==> config.mk <==
export PLATFORM = sky130hd
export DESIGN_NAME = phy_rx_serial_paralelo
export DESIGN_NICKNAME = d
export VERILOG_FILES = /design/src/rtl/phy_pkg.sv /design/src/rtl/phy_rx_comma_detect.sv /design/src/rtl/phy_rx_serial_paralelo.sv
export SDC_FILE = /design/constraint.sdc
export NUM_CORES = 1
export LEC_CHECK = 0
export CORE_MARGIN = 1
export CORE_UTILIZATION = 54
export CTS_BUF_LIST = sky130_fd_sc_hd__clkbuf_16
export CTS_CLUSTER_DIAMETER = 120
export DETAILED_ROUTE_END_ITERATION = 8
export PLACE_DENSITY = 0.77
export SLEW_MARGIN = 5
export SYNTH_ARGS = -nofsm -noshare
export SYNTH_HDL_FRONTEND = slang
export SYNTH_SLANG_ARGS = --single-unit
==> constraint.sdc <==
create_clock -name clk -period 2.95 [get_ports clk]
set_input_delay 0.7375 -clock clk [delete_from_list [all_inputs] [get_ports clk]]
set_output_delay 0.7375 -clock clk [all_outputs]
set_load 0.005 [all_outputs]
==> src/rtl/phy_pkg.sv <==
// phy_pkg: constants and state encoding shared by the PHY transmit and receive paths.
package phy_pkg;
    localparam logic [7:0] COMMA         = 8'hBC;
    localparam int         NUM_LANES_DEF = 4;
    localparam int         BC_REQ_DEF    = 4;
    typedef enum logic [1:0] {SEARCH, SYNC, ACTIVE} rx_state_t;
endpackage

==> src/rtl/phy_rx_comma_detect.sv <==
// phy_rx_comma_detect: serial history, byte window compare and byte-boundary timing.
module phy_rx_comma_detect
    import phy_pkg::*;
(
    input  logic       clk,
    input  logic       reset,
    input  logic       data_in,
    input  logic       align,
    input  logic       locked,
    output logic [7:0] window,
    output logic       is_comma,
    output logic       boundary
);
    // Only seven history bits are stored; the eighth bit of the window is the live input.
    logic [6:0] sr;
    logic [2:0] bit_cnt;
    assign window   = {sr, data_in};
    assign is_comma = window == COMMA;
    assign boundary = locked && bit_cnt == 3'd7;
    always_ff @(posedge clk) begin
        if (reset) begin
            sr      <= '0;
            bit_cnt <= '0;
        end else begin
            sr      <= window[6:0];
            bit_cnt <= align ? 3'd0 : bit_cnt + 3'd1;
        end
    end
endmodule

==> src/rtl/phy_rx_serial_paralelo.sv <==
// phy_rx_serial_paralelo: comma-aligned serial-to-parallel receiver that tags each
// delivered byte with the lane it was striped onto by the transmitter.
module phy_rx_serial_paralelo
    import phy_pkg::*;
#(
    parameter  int BC_REQ    = BC_REQ_DEF,
    parameter  int NUM_LANES = NUM_LANES_DEF,
    localparam int LW        = $clog2(NUM_LANES)
) (
    input  logic          clk,
    input  logic          reset,
    input  logic          data_in,
    output logic [7:0]    data_out,
    output logic          valid_out,
    output logic [LW-1:0] lane_out,
    output logic          active
);
    rx_state_t     state;
    logic [3:0]    bc_cnt;
    logic [LW-1:0] lane_cnt;
    logic [7:0]    window;
    logic          is_comma;
    logic          boundary;
    phy_rx_comma_detect u_det (
        .clk      (clk),
        .reset    (reset),
        .data_in  (data_in),
        .align    (state == SEARCH && is_comma),
        .locked   (state != SEARCH),
        .window   (window),
        .is_comma (is_comma),
        .boundary (boundary)
    );
    always_ff @(posedge clk) begin
        if (reset) begin
            state     <= SEARCH;
            bc_cnt    <= '0;
            lane_cnt  <= '0;
            data_out  <= '0;
            valid_out <= 1'b0;
            lane_out  <= '0;
            active    <= 1'b0;
        end else begin
            valid_out <= 1'b0;
            case (state)
                SEARCH: if (is_comma) begin
                    bc_cnt <= 4'd1;
                    state  <= SYNC;
                end
                SYNC: if (boundary) begin
                    bc_cnt <= is_comma ? bc_cnt + 4'd1 : 4'd0;
                    if (!is_comma)
                        state <= SEARCH;
                    else if (bc_cnt + 4'd1 == 4'(BC_REQ)) begin
                        state  <= ACTIVE;
                        active <= 1'b1;
                    end
                end
                default: if (boundary) begin
                    // Lock is held until reset; a comma only realigns the lane stripe.
                    lane_cnt <= is_comma ? '0 : lane_cnt + 1'b1;
                    if (!is_comma) begin
                        data_out  <= window;
                        valid_out <= 1'b1;
                        lane_out  <= lane_cnt;
                    end
                end
            endcase
        end
    end
endmodule

# After elaboration in Yosys (flattened, before gate mapping)
# Index checks and enable logic that the tools add are counted.
# word_totals
output_inout_bits	12
wordCells	46
in_bits	3
regBits	30
# op_classes
bitwise_logic	3
add_sub_neg	3
eq_ne	7
muxes	11
reduce_logical	13
# op_table
op	n
$mux W4	3
$mux W2	5
$eq A8 B8 Y1 const B	1
$pmux W4 S2	1
$reduce_and A4 Y1	2
$reduce_and A3 Y1	2
$add A4 B1 Y4 const B	1
$eq A4 B3 Y1 const B	1
$ne A2 B2 Y1 const B	2
$pmux W2 S2	1
$reduce_bool A2 Y1	2
$reduce_or A2 Y1	2
$reduce_or A4 Y1	1
$add A3 B1 Y3 const B	1
$eq A3 B3 Y1 const B	1
$ne A3 B3 Y1 const B	1
$not A1 Y1	3
$add A2 B1 Y2 const B	1
$eq A2 B1 Y1 const B	1
$logic_and A1 B1 Y1	2
$logic_not A2 Y1	1
$reduce_and A2 Y1	1
$mux W1	1

# Depth between registers and ports, before layout
# depth
depth_word	6
depth_mapped	7

# Cells and area by module
# Synthesis repeated with hierarchy kept, for this count alone.
# unflattened
cells_unflattened	134
hier_area_um2	1232.4
# modules_own_cells
module	n_inst	area_per_inst_um2	cells_each	seq_area_each_um2
phy_rx_serial_paralelo	1	897.1	106	400.4
phy_rx_comma_detect	1	335.3	28	200.2

# Worst setup path after synthesis
# OpenSTA, ideal clock, no wires.
# synth_path
path_type	input to register
from	in data_in
to	reg bc_cnt[2]
path_slack_ps	1259
t_required_ps	2836
arrival_time_ps	1577
stages	4
setup_ps	114
path_cell_list	and4bb_4 -> nand3b_4 -> o221a_1 -> a21o_1
# synth_via
elab_chain_cells	4
elab_cells_between_ends	6
classes_between	eq/ne (2); mux (3); reduce/logical (1)
# synth_lines
element	line	source
from (decl)	phy_rx_serial_paralelo.sv:12	input logic data_in,
$eq A8 B8 Y1 *	phy_rx_comma_detect.sv:18	assign is_comma = window == COMMA;
$mux W4	phy_rx_serial_paralelo.sv:51	bc_cnt <= is_comma ? bc_cnt + 4'd1 : 4'd0;
$mux W4	phy_rx_serial_paralelo.sv:50	SYNC: if (boundary) begin
$pmux W4 S2	phy_rx_serial_paralelo.sv:45	case (state)
to (signal assigned)	phy_rx_serial_paralelo.sv:51	
to (decl)	phy_rx_serial_paralelo.sv:19	logic [3:0] bc_cnt;
# Every way passes the cells marked *; elsewhere a longest branch is shown, timed or not. The select of a mux whose other input is x is not followed.
# A chain may end at the register's enable or synchronous reset.

# Worst setup path in the final report
# layout_path
from	in data_in
to	reg lane_cnt[1]
# layout_via
elab_chain_cells	2
# layout_lines
element	line	source
$eq A8 B8 Y1	phy_rx_comma_detect.sv:18	
$mux W2	phy_rx_serial_paralelo.sv:61	lane_cnt <= is_comma ? '0 : lane_cnt + 1'b1;
to (signal assigned)	phy_rx_serial_paralelo.sv:61	
to (decl)	phy_rx_serial_paralelo.sv:20	logic [LW-1:0] lane_cnt;
# No other way between the ends.

==> flow_summary.json <==
{
  "place_inst": 160,
  "cts_setup_buffers": 0,
  "cpPeakStageDelay_ns": 0.48,
  "power.internal_mw": 0.718,
  "wirelength_mm": 2.10,
  "crit_cells": 5,
  "period_minus_slack_ns": 2.07,
  "synth_top_cell_by_area": "dfxtp_1",
  "grt_usage_pct": 19.9,
  "drtIter0Drc": 5,
  "reg2reg_to": "lane_cnt[1]",
  "drtAntennaViolNets": 0,
  "multi_input_area_sq_um": 614,
  "cts.hold.buffers_added": 0,
  "clk_path_buf_depth": 2,
  "core_sq_um": 2190,
  "slew_headroom_pct": 65.9,
  "vias_per_cell": 5.31,
  "cap_violations": 0,
  "grt.overflow.total": 0,
  "worst-path-max-fanout": 13,
  "io_pins": 15,
  "synth_area_leaders": "dfxtp_1 (48%), mux2i_1 (8.8%), nor2b_1 (5.5%)",
  "max_freq_ghz": 0.482,
  "worst_ep_arrival_time_ns": 2.26,
  "synth_top_area_share_pct": 48.0,
  "syn_inst": 121,
  "cts_tree": "yes",
  "place_area_sq_um": 1410,
  "synth-seq-cells": 30,
  "cts_max_level": 2,
  "finalHoldViolCount": 0,
  "finalSetupViolCount": 0,
  "slowest_stage": "clkdlybuf4s50_1",
  "die_h_um": 50.1,
  "crit_path_end_kind": "flop",
  "synth-seq-area-share_pct": 48.0,
  "min_period_over_period_pct": 70.3,
  "syn_area_per_cell_sq_um": 10.3,
  "syn2layout_area_growth_pct": 23.0,
  "cts_root_buffer": "clkbuf_16",
  "synth-warning-count": 0,
  "postSynthNetCount": 128,
  "antennaDiodeCount": 0,
  "route.detailed.drc": 0,
  "finalInstanceArea_sq_um": 1540,
  "path_delay_family": "compound AO/OA/AOI/OAI gates",
  "slew_viol_final": 0,
  "sequentialPowerShare_pct": 47.0,
  "dpl.hpwl_mm": 1.44,
  "routedWlPerCell_um": 12.6,
  "grt_pass1_wl_mm": 3.51,
  "start_util_pct": 57.1,
  "row_count": 17,
  "gp_congestion": 0.781,
  "tightest_slew_ns": 0.511,
  "p_switching_mw": 0.165,
  "swShare_pct": 18.7,
  "r2r_setup_slack_ns": 1.06,
  "clk_pin_slew_worst_paths_ns": 0.05,
  "fin_cells": 166,
  "synth.distinct_cells": 33,
  "io_buffers": 14,
  "die_area_sq_um": 2510,
  "grt_max_degree": 21,
  "vias": 882,
  "dr.pass1.iters": 4,
  "fin_worst_skew_ns": 0.00304,
  "crit_type": "primary input to flop",
  "rsz0062_at_grt": "false",
  "start_kind": "primary input",
  "crit_chain": "clkdlybuf4s50_1 > and4bb_4 > a21oi_4 > a21oi_1 > a211oi_1",
  "ir_worst_vdd_v": 0.000551,
  "hold_path_class": "flop to flop",
  "die_width_um": 50.1,
  "setup_tns_ns": 0,
  "pwr-share-clk_pct": 50.9,
  "antenna_found_initial": 0,
  "final_nets": 146,
  "crit_path_start": "data_in",
  "p_per_area_nw_per_um2": 574,
  "clock_latency_ns": 0.27,
  "crit_required_ns": 3.14,
  "reg2reg_depth": 6,
  "status": "finished clean",
  "drive_gt1_share_pct": 7.97,
  "cts_made_buffers": 5,
  "ff_latch_area_sq_um": 601,
  "crit_end": "lane_cnt[1]",
  "clock-sinks": 30,
  "p_leak_nw": 0.605,
  "nFillCells": 173,
  "cts_resized": 0,
  "grt_pass1_vias": 793,
  "worstReg2RegStart": "u_det.bit_cnt[0]",
  "power.share.combinational_pct": 2.1,
  "cp_num_buf_inv": 1,
  "syn_area_sq_um": 1250
}
worst register-to-register path, cell delays in order (launching register included):
cell and delay (ns):
dfxtp_1 0.33, ha_1 0.15, ha_1 0.31, nand2_1 0.19, a21oi_4 0.45, a21oi_1 0.14
a211oi_1 0.23
state kept, by name, indices dropped and copies added (netlist names):
signal / count
data_out: 8
u_det.bit_cnt: 3
lane_out: 2
u_det.sr: 7
bc_cnt: 4
valid_out: 1
state: 2
active: 1
lane_cnt: 2
stage by stage:
step | hold WS, ns | setup slack [ns] | utilization (%) | power, mW
after CTS | 0.437 | 0.872 | 70.2 | 0.891
final | 0.436 | 0.875 | 70.2 | 0.883
after detailed placement | 0.430 | 0.596 | 64.3 | 0.441
after global placement | 0.406 | 0.634 | 64.3 | 0.440
after global routing | 0.445 | 0.745 | 70.2 | 0.918
after floorplan | 0.398 | 1.26 | - | 0.433
cells in the final DEF, fill, tap and decap left out, drive strengths merged:
cell and n:
clkdlybuf4s50 14, a2bb2oi 1, o221a 1, mux2i 11, clkinv 1, and2 5, nand4b 2, nand3b 4
nand2b 3, nand4 1, a211oi 1, a21o 2, o21a 2, and4b 1, a221oi 1, clkbuf 5
nor2b 11, nand2 7, a21oi 5, nor3 1, dfxtp 30, and4bb 2, o32ai 1, o31ai 1
and3 1, buf 1, ha 4, o21ai 4, nor2 11, o2bb2ai 1, inv 3
worst min-delay path by stage:
stage / from / to / slack, ns / depth (start not counted)
after CTS: u_det.bit_cnt[0] / u_det.bit_cnt[0] / 0.44 / 1
after detailed placement: u_det.bit_cnt[0] / u_det.bit_cnt[0] / 0.43 / 1
after global placement: u_det.bit_cnt[0] / u_det.bit_cnt[0] / 0.41 / 1
after global routing: u_det.bit_cnt[0] / u_det.bit_cnt[0] / 0.45 / 1
final: u_det.bit_cnt[0] / u_det.bit_cnt[0] / 0.44 / 1
after floorplan: u_det.bit_cnt[0] / u_det.bit_cnt[0] / 0.40 / 1
cells by family (layout without fill, tap and decap cells):
kind of cell / after synthesis / count (layout) / synth area share, %
simple gates: 49 / 49 / 24.5
fa+ha+maj: 4 / 4 / 4.00
flops: 30 / 30 / 48.0
compound gates: 20 / 20 / 11.8
buf+inv: 7 / 24 / 2.80
mux: 11 / 11 / 8.81
per-layer routing:
layer / global-route usage (%) / share of wire [%] / up-vias
li1: - / - / 456
met1: 24.5 / 49 / 406
met2: 26.9 / 44 / 14
met3: 10.2 / 4.6 / 6
met4: 12.4 / 2.4 / 0
met5: 0 / 0 / -
Yosys cell counts:
cell and count:
and3_1 1, buf_6 1, dfxtp_1 30, a21oi_4 1, a211oi_1 1, clkbuf_1 2
ha_1 4, nor3_1 1, buf_2 1, o31ai_1 1, a21oi_1 4, inv_1 3
o221a_1 1, and2_1 5, and4bb_2 1, o21a_1 2, o32ai_1 1, a2bb2oi_1 1
nand3b_1 3, o21ai_0 4, nand2b_1 3, mux2i_1 11, nor2_1 11, a221oi_1 1
a21o_1 2, nand3b_4 1, nand4b_1 2, nand2_1 7, and4b_4 1, nand4_1 1
and4bb_4 1, nor2b_1 11, o2bb2ai_1 1
power by group through the flow:
stage,registers [mW],logic (mW),clock network [mW]
5_1_grt,0.415,0.0202,0.483
3_5_place_dp,0.422,0.0182,0
2_1_floorplan,0.422,0.0114,0
6_report,0.415,0.0181,0.450
4_1_cts,0.415,0.0184,0.458
3_3_place_gp,0.422,0.0176,0
area by class of cell:
class,instances,area share (%)
sequential,30,39.1
inverter,3,0.732
clock inverter,1,0.244
multi-input combinational,84,40.0
tap,28,2.28
clock buffer,5,8.14
timing repair buffer,15,9.60
Note: power is estimated with default switching activity, not from simulation.
